[src/rtl/stopwatch_pkg.sv]
// rtl/stopwatch_pkg.sv - shared state encoding and digit constants for the stopwatch counting stage
package stopwatch_pkg;

  typedef enum logic [1:0] {
    ST_IDLE  = 2'd0,
    ST_RUN   = 2'd1,
    ST_PAUSE = 2'd2
  } state_e;

  localparam int NUM_DIGITS = 4;
  localparam int BCD_W      = 4;
  localparam logic [BCD_W-1:0] BCD_MAX = 4'd9;

endpackage

[src/rtl/btn_debounce.sv]
// rtl/btn_debounce.sv - two-flop synchronizer, level debouncer and one-cycle press pulse
module btn_debounce #(
  parameter int DEBOUNCE_CYCLES = 1_000_000
) (
  input  logic clk,
  input  logic reset_n,
  input  logic btn_raw_i,
  output logic press_o
);

  localparam int CW = $clog2(DEBOUNCE_CYCLES + 1);

  logic          sync1_q;
  logic          sync2_q;
  logic          deb_q;
  logic          deb_d;
  logic          deb_prev_q;
  logic [CW-1:0] cnt_q;
  logic [CW-1:0] cnt_d;

  // The counter only runs while the synchronized level disagrees with the accepted one.
  always_comb begin
    deb_d = deb_q;
    cnt_d = '0;
    if (sync2_q != deb_q) begin
      if (cnt_q == CW'(DEBOUNCE_CYCLES - 1)) begin
        deb_d = ~deb_q;
      end else begin
        cnt_d = cnt_q + 1'b1;
      end
    end
  end

  always_ff @(posedge clk) begin
    if (!reset_n) begin
      sync1_q    <= 1'b0;
      sync2_q    <= 1'b0;
      deb_q      <= 1'b0;
      deb_prev_q <= 1'b0;
      cnt_q      <= '0;
    end else begin
      sync1_q    <= btn_raw_i;
      sync2_q    <= sync1_q;
      deb_q      <= deb_d;
      deb_prev_q <= deb_q;
      cnt_q      <= cnt_d;
    end
  end

  assign press_o = deb_q & ~deb_prev_q;

endmodule

[src/rtl/stopwatch_bcd_core.sv]
// rtl/stopwatch_bcd_core.sv - button-driven IDLE/RUN/PAUSE stopwatch with prescaler and 4-digit BCD count
module stopwatch_bcd_core
  import stopwatch_pkg::*;
#(
  parameter int CLK_FREQ        = 100_000_000,
  parameter int DEBOUNCE_CYCLES = 1_000_000
) (
  input  logic        clk,
  input  logic        reset_n,
  input  logic        btn_start_stop,
  input  logic        btn_clear,
  output logic [15:0] bcd,
  output logic        running,
  output logic        rollover
);

  localparam int PW = $clog2(CLK_FREQ);
  localparam int CNT_W = NUM_DIGITS * BCD_W;

  logic             start_pulse;
  logic             clear_pulse;
  state_e           state_q;
  state_e           state_d;
  logic [PW-1:0]    presc_q;
  logic [PW-1:0]    presc_d;
  logic             tick;
  logic [CNT_W-1:0] bcd_q;
  logic [CNT_W-1:0] bcd_d;
  logic             roll_q;
  logic             roll_d;
  logic             carry;

  btn_debounce #(.DEBOUNCE_CYCLES(DEBOUNCE_CYCLES)) u_db_start (
    .clk      (clk),
    .reset_n  (reset_n),
    .btn_raw_i(btn_start_stop),
    .press_o  (start_pulse)
  );

  btn_debounce #(.DEBOUNCE_CYCLES(DEBOUNCE_CYCLES)) u_db_clear (
    .clk      (clk),
    .reset_n  (reset_n),
    .btn_raw_i(btn_clear),
    .press_o  (clear_pulse)
  );

  // Clear beats start when stopped; in RUN clear is ignored so start always wins there.
  always_comb begin
    state_d = state_q;
    case (state_q)
      ST_IDLE: begin
        if (start_pulse && !clear_pulse) state_d = ST_RUN;
      end
      ST_RUN: begin
        if (start_pulse) state_d = ST_PAUSE;
      end
      ST_PAUSE: begin
        if (clear_pulse)      state_d = ST_IDLE;
        else if (start_pulse) state_d = ST_RUN;
      end
      default: state_d = ST_IDLE;
    endcase
  end

  assign tick = (state_q == ST_RUN) && (presc_q == PW'(CLK_FREQ - 1));

  always_comb begin
    presc_d = presc_q;
    if (state_d == ST_IDLE) begin
      presc_d = '0;
    end else if (state_q == ST_RUN) begin
      presc_d = tick ? '0 : presc_q + 1'b1;
    end
  end

  // Ripple the tick through the digits; a carry out of the top digit is the wrap.
  always_comb begin
    bcd_d = bcd_q;
    carry = tick;
    for (int i = 0; i < NUM_DIGITS; i++) begin
      if (carry) begin
        if (bcd_q[i*BCD_W +: BCD_W] >= BCD_MAX) begin
          bcd_d[i*BCD_W +: BCD_W] = '0;
        end else begin
          bcd_d[i*BCD_W +: BCD_W] = bcd_q[i*BCD_W +: BCD_W] + 1'b1;
          carry = 1'b0;
        end
      end
    end
    roll_d = carry;
    if (state_d == ST_IDLE) begin
      bcd_d  = '0;
      roll_d = 1'b0;
    end
  end

  always_ff @(posedge clk) begin
    if (!reset_n) begin
      state_q <= ST_IDLE;
      presc_q <= '0;
      bcd_q   <= '0;
      roll_q  <= 1'b0;
    end else begin
      state_q <= state_d;
      presc_q <= presc_d;
      bcd_q   <= bcd_d;
      roll_q  <= roll_d;
    end
  end

  assign bcd      = bcd_q;
  assign running  = (state_q == ST_RUN);
  assign rollover = roll_q;

endmodule

[config.mk]
export PLATFORM = sky130hd
export DESIGN_NAME = stopwatch_bcd_core
export DESIGN_NICKNAME = d
export VERILOG_FILES = /design/src/rtl/stopwatch_pkg.sv /design/src/rtl/btn_debounce.sv /design/src/rtl/stopwatch_bcd_core.sv
export SDC_FILE = /design/constraint.sdc
export NUM_CORES = 1
export LEC_CHECK = 0
export BUFFER_PORTS_ARGS = -buffer_cell sky130_fd_sc_hd__buf_2
export CAP_MARGIN = 20
export CORE_MARGIN = 4
export CORE_UTILIZATION = 61
export DETAILED_ROUTE_END_ITERATION = 8
export PLACE_DENSITY_LB_ADDON = 0.3
export SETUP_SLACK_MARGIN = 0.1
export SKIP_LAST_GASP = 1
export SYNTH_ARGS = -nofsm -noshare
export SYNTH_HDL_FRONTEND = slang
export SYNTH_SLANG_ARGS = --single-unit
export TNS_END_PERCENT = 30
[constraint.sdc]
create_clock -name clk -period 2.2 [get_ports clk]
set_input_delay 0.33 -clock clk [delete_from_list [all_inputs] [get_ports clk]]
set_output_delay 0.33 -clock clk [all_outputs]
set_load 0.03 [all_outputs]
# Yosys cells after proc, flatten, opt, wreduce, memory -nomap -nowiden
# Index checks and enable logic that the tools add are counted.
# word_totals
elab_cells	73
regBits	94
inputBits	4
out_inout_bits	18
# classes
magnitude_cmp	4
bitwise_logic	10
n_addsub	7
n_reduce_logical	11
n_eq_ne	7
mux	17
# op_table
op	count
$add A20 B1 Y20 const B	2
$eq A20 B20 Y1 const B	2
$add A27 B1 Y27 const B	1
$eq A27 B27 Y1 const B	1
$mux W27	1
$add A4 B1 Y4 const B	4
$ge A4 B4 Y1 const B	4
$mux W4	4
$reduce_or A3 Y1	3
$mux W2	4
$not A1 Y1	8
$mux W1	7
$pmux W2 S3	1
$logic_not A2 Y1	2
$reduce_and A2 Y1	2
$and A1 B1 Y1	2
$eq A2 B1 Y1 const B	1
$eq A2 B2 Y1 const B	1
$logic_and A1 B1 Y1	2
$ne A1 B1 Y1	2
$reduce_or A2 Y1	1
$logic_not A1 Y1	1

# Depth between registers and ports, before layout
# Gate-level depths: netlist (run 1).
# logic_depth
ltp_word	8
ltp_mapped	8
mapped_depth_nobuf	7

# By module
# Synthesis (run 1) repeated with hierarchy kept, for this count alone.
# unflattened
hier_cells	517
hier_area_um2	4551.9
# modules_own_cells
module	seq_area_each_um2	instances	cells_each	area_per_inst_um2
stopwatch_bcd_core	920.9	1	273	2347.3
btn_debounce	480.5	2	122	1102.3

# Worst setup path after synthesis (run 1)
# Ideal clock, no wire load.
# synth_path
path_type	register -> register
from	reg bcd_q[1], in the netlist bcd[1]
to	reg bcd_q[2], in the netlist bcd[2]
n_path_buf	0
period_less_slack_ps	2131
setup_time_ps	70
t_arrival_ps	2061
stages_incl_launch_ff	7
required_time_ps	2130
path_slack_ps	69
cell_sequence	dfxtp_1 inv_1 ha_1 or3b_2 and2_1 or4b_1 a21oi_1
# synth_via
elab_chain_cells	2
elab_cells_between_ends	3
classes_between	add/sub (1); order compare (1); mux (1)
# synth_lines
item	line	source
start, declared	stopwatch_bcd_core.sv:27	logic [CNT_W-1:0] bcd_q;
start signal, assigned	stopwatch_bcd_core.sv:101	bcd_q <= '0;
start signal, assigned	stopwatch_bcd_core.sv:106	bcd_q <= bcd_d;
$add A4 B1 Y4 / $ge A4 B4 Y1 (equally long branches)	stopwatch_bcd_core.sv:85, stopwatch_bcd_core.sv:82	
$mux W4 *	stopwatch_bcd_core.sv:82	if (bcd_q[i*BCD_W +: BCD_W] >= BCD_MAX) begin
# Every way passes the cells marked *; elsewhere a longest branch is shown, timed or not.
# A chain may end at the register's enable or synchronous reset.

# Worst setup path in the final report (run 1)
# layout_path
from	reg bcd_q[0], in the netlist bcd[0]
to	reg bcd_q[12], in the netlist bcd[12]
# layout_via
elab_chain_cells	5
# layout_lines
item	line	source
$ge A4 B4 Y1	stopwatch_bcd_core.sv:82	
$mux W1	stopwatch_bcd_core.sv:82	
$mux W1 (3 in series)	stopwatch_bcd_core.sv:81	if (carry) begin
# No other way between the ends.

==> results.py, run 1 <==
metrics = {
    "timing": {
        "worst_pin_slew_ps": 630,
        "finalCriticalPeriod_ps": 2040,
        "period_share_pct": 92.7,
        "rsz0062_at_grt": "true",
        "setup_violations": 0,
        "finalClockSkew_ps": 13.1,
        "slew_viol_final": 0,
        "maxSlewHeadroom_pct": 57.9,
        "max_freq_mhz": 490,
        "timing.setup.tns_ps": 0,
        "hold_viol_final": 0,
    },
    "floorplan": {
        "ios": 22,
        "die_y_um": 92.1,
        "die_area_um2": 8480,
        "coreArea_um2": 6830,
        "initial_core_util_pct": 63.1,
        "die_x_um": 92.1,
        "row_count": 30,
    },
    "routing": {
        "drc": 0,
        "finalWirelength_um": 8350,
        "drtPass1Iterations": 5,
        "first_iter_violations": 134,
        "drt-wirelength-per-cell_um": 13.2,
        "vias_per_cell": 5.47,
        "vias": 3455,
        "detail-route-antenna-nets": 0,
    },
    "placed_design": {
        "place.gp.congestion": 0.876,
        "place_area_um2": 4590,
        "numPortBuffers": 21,
        "dp_cells": 613,
        "dp_hpwl_um": 5680,
    },
    "logic_synthesis": {
        "ys_seq_elements": 94,
        "yosysSeqAreaShare_pct": 43.6,
        "synth.area.top_cells": "dfxtp_1 44%, nor2_1 8.2%, xnor2_1 8.1%",
        "synth_common_cells": "94 x dfxtp_1, 94 x nor2_1, 40 x xnor2_1",
        "synth_top_area_share_pct": 43.6,
        "syn_nets": 515,
        "synthCells": 496,
        "netlist.top_cell.by_area": "dfxtp_1",
        "yosysWarnings": 0,
        "synth_edf_count": 0,
        "syn_area_per_cell_um2": 8.69,
        "yosys.cell_types.count": 49,
        "async_flop_share_pct": 0,
        "synth_ff_type": "dfxtp_1",
        "synth_area_um2": 4310,
    },
    "critical_path": {
        "r2r_start": "bcd[0]",
        "rrSetupSlack_ps": 160,
        "path_buf_inv": 1,
        "worstSetupEndpointType": "register",
        "crit_family": "simple AND/OR/NAND/NOR gates",
        "cp_data_arrival_time_ps": 2310,
        "critPathKind": "reg2reg",
        "r2r-end": "bcd[12]",
        "crit_path_start_kind": "register",
        "worstPathMaxFanout": 8,
        "rr_worst_depth": 7,
        "crit_chain": "inv_1, ha_1, or3b_2, and4_4, nand4_4, or4_1, a21oi_1",
        "required_ps": 2470,
        "slowest_stage": "or4_1",
        "critPathMaxStageDelay_ps": 530,
    },
    "clock_network": {
        "numCtsBuffers": 9,
        "clock-sinks": 94,
        "clk_pin_slew_worst_paths_ps": 90,
        "cts_tree": "built",
        "clockBufferDepth": 2,
        "ctsHtreeMaxLevel": 3,
        "hold_buffers": 0,
        "root_buffer": "clkbuf_8",
        "clkLatencyLatePin_ps": 360,
    },
    "final_layout": {
        "syn2layout_area_growth_pct": 12.8,
        "fillCellCount": 529,
        "multi_input_comb_area_um2": 2320,
        "drive_gt1_share_pct": 12.7,
        "final_area_um2": 4860,
        "fin_nets": 550,
        "stdcell_count": 632,
        "seq_area_um2": 1890,
        "insertedDiodeCount": 0,
        "final_core_util_pct": 71.2,
    },
    "global_routing": {
        "grt_pass1_wl_um": 14600,
        "grt_max_degree": 23,
        "overflow": 0,
        "antenna_found_initial": 0,
        "grtUsageTotal_pct": 21.0,
        "first_global_vias": 3361,
    },
    "power": {
        "powerDensity_nw_per_um2": 620,
        "p_total_mw": 3.02,
        "p_leak_nw": 1.67,
        "ir_drop_v": 0.000445,
    },
    "status": {
        "outcome": "finished, final reports clean",
    },
    "hold_path": {
        "whs_endpoint": "u_db_clear.sync1_q",
        "hold_start": "btn_clear",
        "hold_depth": 2,
        "hold_class": "in2reg",
    },
    "run": {
        "drv_cap": 0,
    },
}
## state kept, by name, summed over array words and instances (netlist names)
signal and flops:
u_db_clear.deb_q 1, u_db_clear.deb_prev_q 1, u_db_start.sync1_q 1, u_db_start.deb_prev_q 1, u_db_clear.sync2_q 1, bcd 16
u_db_clear.cnt_q 20, u_db_start.sync2_q 1, presc_q 27, u_db_start.cnt_q 20, rollover 1, u_db_clear.sync1_q 1
u_db_start.deb_q 1, state_q 2
## how the worst max path moves through the flow
stage,from,to,slack [ps],cells after the start
final,bcd[0],bcd[12],160,7
after global routing,bcd[0],bcd[8],90,8
after CTS,bcd[5],bcd[12],120,7
after detailed placement,bcd[4],bcd[12],30,7
after global placement,bcd[4],bcd[12],160,7
after floorplan,bcd[5],bcd[11],70,8
## power breakdown
group | internal, mW | switching [mW] | total, mW
Sequential | 1.70 | 0.00235 | 1.71
Combinational | 0.00876 | 0.0116 | 0.0203
Clock | 0.702 | 0.588 | 1.29
Total | 2.41 | 0.602 | 3.02
## metal layers
| layer | vias to the layer above | track usage, % | part of all wire [%] |
|---|---|---|---|
| li1 | 1764 | - | - |
| met1 | 1626 | 25.9 | 45 |
| met2 | 55 | 34.6 | 50 |
| met3 | 10 | 6.56 | 3.6 |
| met4 | 0 | 6.93 | 1.1 |
| met5 | - | 0 | 0 |
## what timing repair did
| action | in CTS | in global routing |
|---|---|---|
| gates resized for setup | 4 | 5 |
| setup endpoints to repair | 5 | 9 |
| gates cloned | 0 | 0 |
| buffers inserted | 0 | 3 |
| pin swaps | 0 | 1 |
## area by class of cell
cell class,count,area share (%)
Multi-Input combinational cell,370,47.7
Inverter,21,1.62
Sequential cell,94,38.8
Tap cell,96,2.47
Timing Repair Buffer,35,4.58
Clock buffer,11,3.11
Clock inverter,5,1.67
## placed cells by master (no fill, tap or decap), types with 3 or more instances in the layout
cell type  instances
dfxtp_1           90
xor2_1            24
clkbuf_8          11
nor3_1            16
buf_4             13
xnor2_1           40
or3_1              5
nand2_1           34
and2_1             7
buf_2             21
ha_1              15
nand4_1           21
a21oi_1           16
and3_1             9
and4_1             8
nor4_1             6
dfxtp_2            3
inv_1             21
nor2_1            94
o21ai_0            5
nand3_1           27
## kinds of logic (layout without fill, tap and decap cells)
group,Yosys count,count (layout),share of synthesized area (%)
xor gates and xnor gates,64,64,13.0
AOI/OAI and AO/OA,31,31,4.29
muxes,2,2,0.464
buffers and inverters,32,72,2.87
DFF,94,94,43.6
adders and majority gates,15,15,4.35
and+or+nand+nor,258,258,31.4
## through the flow
step           hold WS [ps]  setup slack (ps)
6_report                183               160
5_1_grt                 170              87.1
4_1_cts                 172               117
3_5_place_dp            427              28.5
3_3_place_gp            418               162
2_1_floorplan           412              69.3
(Power assumes the default switching activity.)
==> inputs of run 2 (changes only) <==
--- a/config.mk
+++ b/config.mk
@@ -9,6 +9,7 @@
 export CAP_MARGIN = 20
 export CORE_MARGIN = 4
 export CORE_UTILIZATION = 61
+export CTS_BUF_LIST = sky130_fd_sc_hd__clkbuf_16
 export DETAILED_ROUTE_END_ITERATION = 8
 export PLACE_DENSITY_LB_ADDON = 0.3
 export SETUP_SLACK_MARGIN = 0.1
==> results.py, run 2 (synthesis results as in run 1) <==
metrics = {
    "hold_path": {
        "hold_depth": 2,
        "hold_class": "in2reg",
    },
    "final_layout": {
        "largestRegisters": "presc_q (27), u_db_clear.cnt_q (20), u_db_start.cnt_q (20)",
        "syn2layout_area_growth_pct": 14.7,
        "regMostFlops": "presc_q",
        "insertedDiodeCount": 0,
        "fin_nets": 549,
        "drive_gt1_share_pct": 12.0,
        "final_cell_mix": "94 x nor2_1, 90 x dfxtp_1, 40 x xnor2_1, 34 x nand2_1, 27 x nand3_1",
        "stdcell_count": 631,
        "final_common_cell": "nor2_1",
        "final_area_um2": 4940,
        "largest_reg_flops": 27,
    },
    "clock_network": {
        "clk_pin_slew_worst_paths_ps": 70,
        "root_buffer": "clkbuf_16",
        "hold_buffers": 0,
        "cts_tree": "built",
        "clockBufferDepth": 2,
        "numCtsBuffers": 9,
        "clock-sinks": 94,
        "ctsHtreeMaxLevel": 3,
        "clkLatencyLatePin_ps": 340,
    },
    "routing": {
        "vias": 3457,
        "drtPass1Iterations": 4,
        "drt-wirelength-per-cell_um": 13.4,
        "finalWirelength_um": 8470,
        "first_iter_violations": 123,
        "detail-route-antenna-nets": 0,
        "drc": 0,
        "vias_per_cell": 5.48,
    },
    "global_routing": {
        "grt.busiest_layer": "met2",
        "grt.met2_usage_pct": 35.4,
        "antenna_found_initial": 0,
        "grtUsageTotal_pct": 20.8,
        "grtUsageMet1_pct": 25.1,
        "grt_pass1_wl_um": 14600,
        "first_global_vias": 3396,
        "globalRouteMet3Util_pct": 6.40,
        "grt_max_degree": 23,
        "overflow": 0,
    },
    "critical_path": {
        "cp_data_arrival_time_ps": 2290,
        "crit_path_end": "bcd[12]",
        "worstSetupEndpointType": "register",
        "crit_path_start_kind": "register",
        "r2r-end": "bcd[12]",
        "r2r_start": "bcd[4]",
        "critPathKind": "reg2reg",
        "worstPathMaxFanout": 9,
        "rrSetupSlack_ps": 160,
        "critical_path.startpoint": "bcd[4]",
        "rr_worst_depth": 7,
        "required_ps": 2450,
    },
    "placed_design": {
        "place_area_um2": 4590,
        "place.gp.congestion": 0.876,
        "dp_cells": 613,
        "numPortBuffers": 21,
        "dp_hpwl_um": 5680,
        "place_worst_setup_slack_ps": 28.5,
    },
    "floorplan": {
        "initial_core_util_pct": 63.1,
        "coreArea_um2": 6830,
        "die_y_um": 92.1,
        "die_x_um": 92.1,
        "die_area_um2": 8480,
        "ios": 22,
        "row_count": 30,
    },
    "timing": {
        "finalCriticalPeriod_ps": 2040,
        "setup_violations": 0,
        "slew_viol_final": 0,
        "rsz0062_at_grt": "true",
        "timing.setup.tns_ps": 0,
        "fin_hold_ws_ps": 203,
        "maxSlewHeadroom_pct": 57.9,
        "max_freq_mhz": 490,
        "fin_ws_ps": 158,
        "hold_viol_final": 0,
        "finalClockSkew_ps": 6.76,
        "worst_pin_slew_ps": 630,
        "period_share_pct": 92.8,
    },
    "status": {
        "outcome": "finished, final reports clean",
    },
    "power": {
        "p_leak_nw": 1.71,
        "powerDensity_nw_per_um2": 676,
        "ir_drop_v": 0.000554,
    },
    "run": {
        "drv_cap": 0,
    },
}
run 2: cell count changes in the layout (fill, tap and decap cells not counted):
| cell | previous run | this run |
|---|---|---|
| clkbuf_8 | 11 | 0 |
| clkbuf_16 | 0 | 9 |
| clkinv_1 | 0 | 2 |
| and2_1 | 7 | 8 |
| and2_4 | 1 | 0 |
| buf_4 | 13 | 12 |
| nor4_2 | 1 | 0 |
| nor4_4 | 0 | 1 |
run 2: per-stage QoR:
step | power (mW) | utilization, %
floorplan | 1.76 | -
global placement | 1.77 | 67.2
detailed placement | 1.77 | 67.2
CTS | 3.38 | 71.9
global route | 3.44 | 72.4
finish | 3.34 | 72.4
run 2: where the power goes:
| group | internal (mW) | total [mW] | switching [mW] |
|---|---|---|---|
| clock | 0.987 | 1.62 | 0.629 |
| sequential | 1.70 | 1.71 | 0.00228 |
| combinational | 0.00880 | 0.0203 | 0.0116 |
run 2: worst max-delay path: stages (launching register included):
cell	delay (ps)
dfxtp_4	370
inv_1	70
ha_1	200
or3b_2	200
and4_4	260
nand4_4	140
or4_1	540
a21oi_1	170
run 2: worst min path at each step:
stage | start | end
2_1_floorplan | u_db_clear.sync1_q | u_db_clear.sync2_q
3_3_place_gp | u_db_start.sync1_q | u_db_start.sync2_q
3_5_place_dp | u_db_clear.sync1_q | u_db_clear.sync2_q
4_1_cts | btn_clear | u_db_clear.sync1_q
5_1_grt | btn_clear | u_db_clear.sync1_q
6_report | btn_clear | u_db_clear.sync1_q
run 2: area by class of cell:
| class | count | area (um^2) |
|---|---|---|
| flip-flops and latches | 94 | 1890 |
| fillers | 505 | 1890 |
| repair buffers | 34 | 215 |
| inverters | 21 | 78.8 |
| multi-input cells | 370 | 2330 |
| clock inverters | 7 | 88.8 |
| clock buffers | 9 | 225 |
| well taps | 96 | 120 |
run 2: routing by layer:
metal  vias to the layer above  wire length, um
met4                         0              107
li1                       1764                -
met1                      1632             3840
met2                        50             4280
met3                        11              242
met5                         -                0
run 2: timing repair:
| action | in CTS | in global routing |
|---|---|---|
| resized for setup | 4 | 4 |
| endpoints found under the setup margin | 5 | 7 |
| buffers inserted | 0 | 2 |
| pin swaps | 0 | 1 |
| cloned | 0 | 0 |
| endpoints found under the hold margin | 0 | 0 |
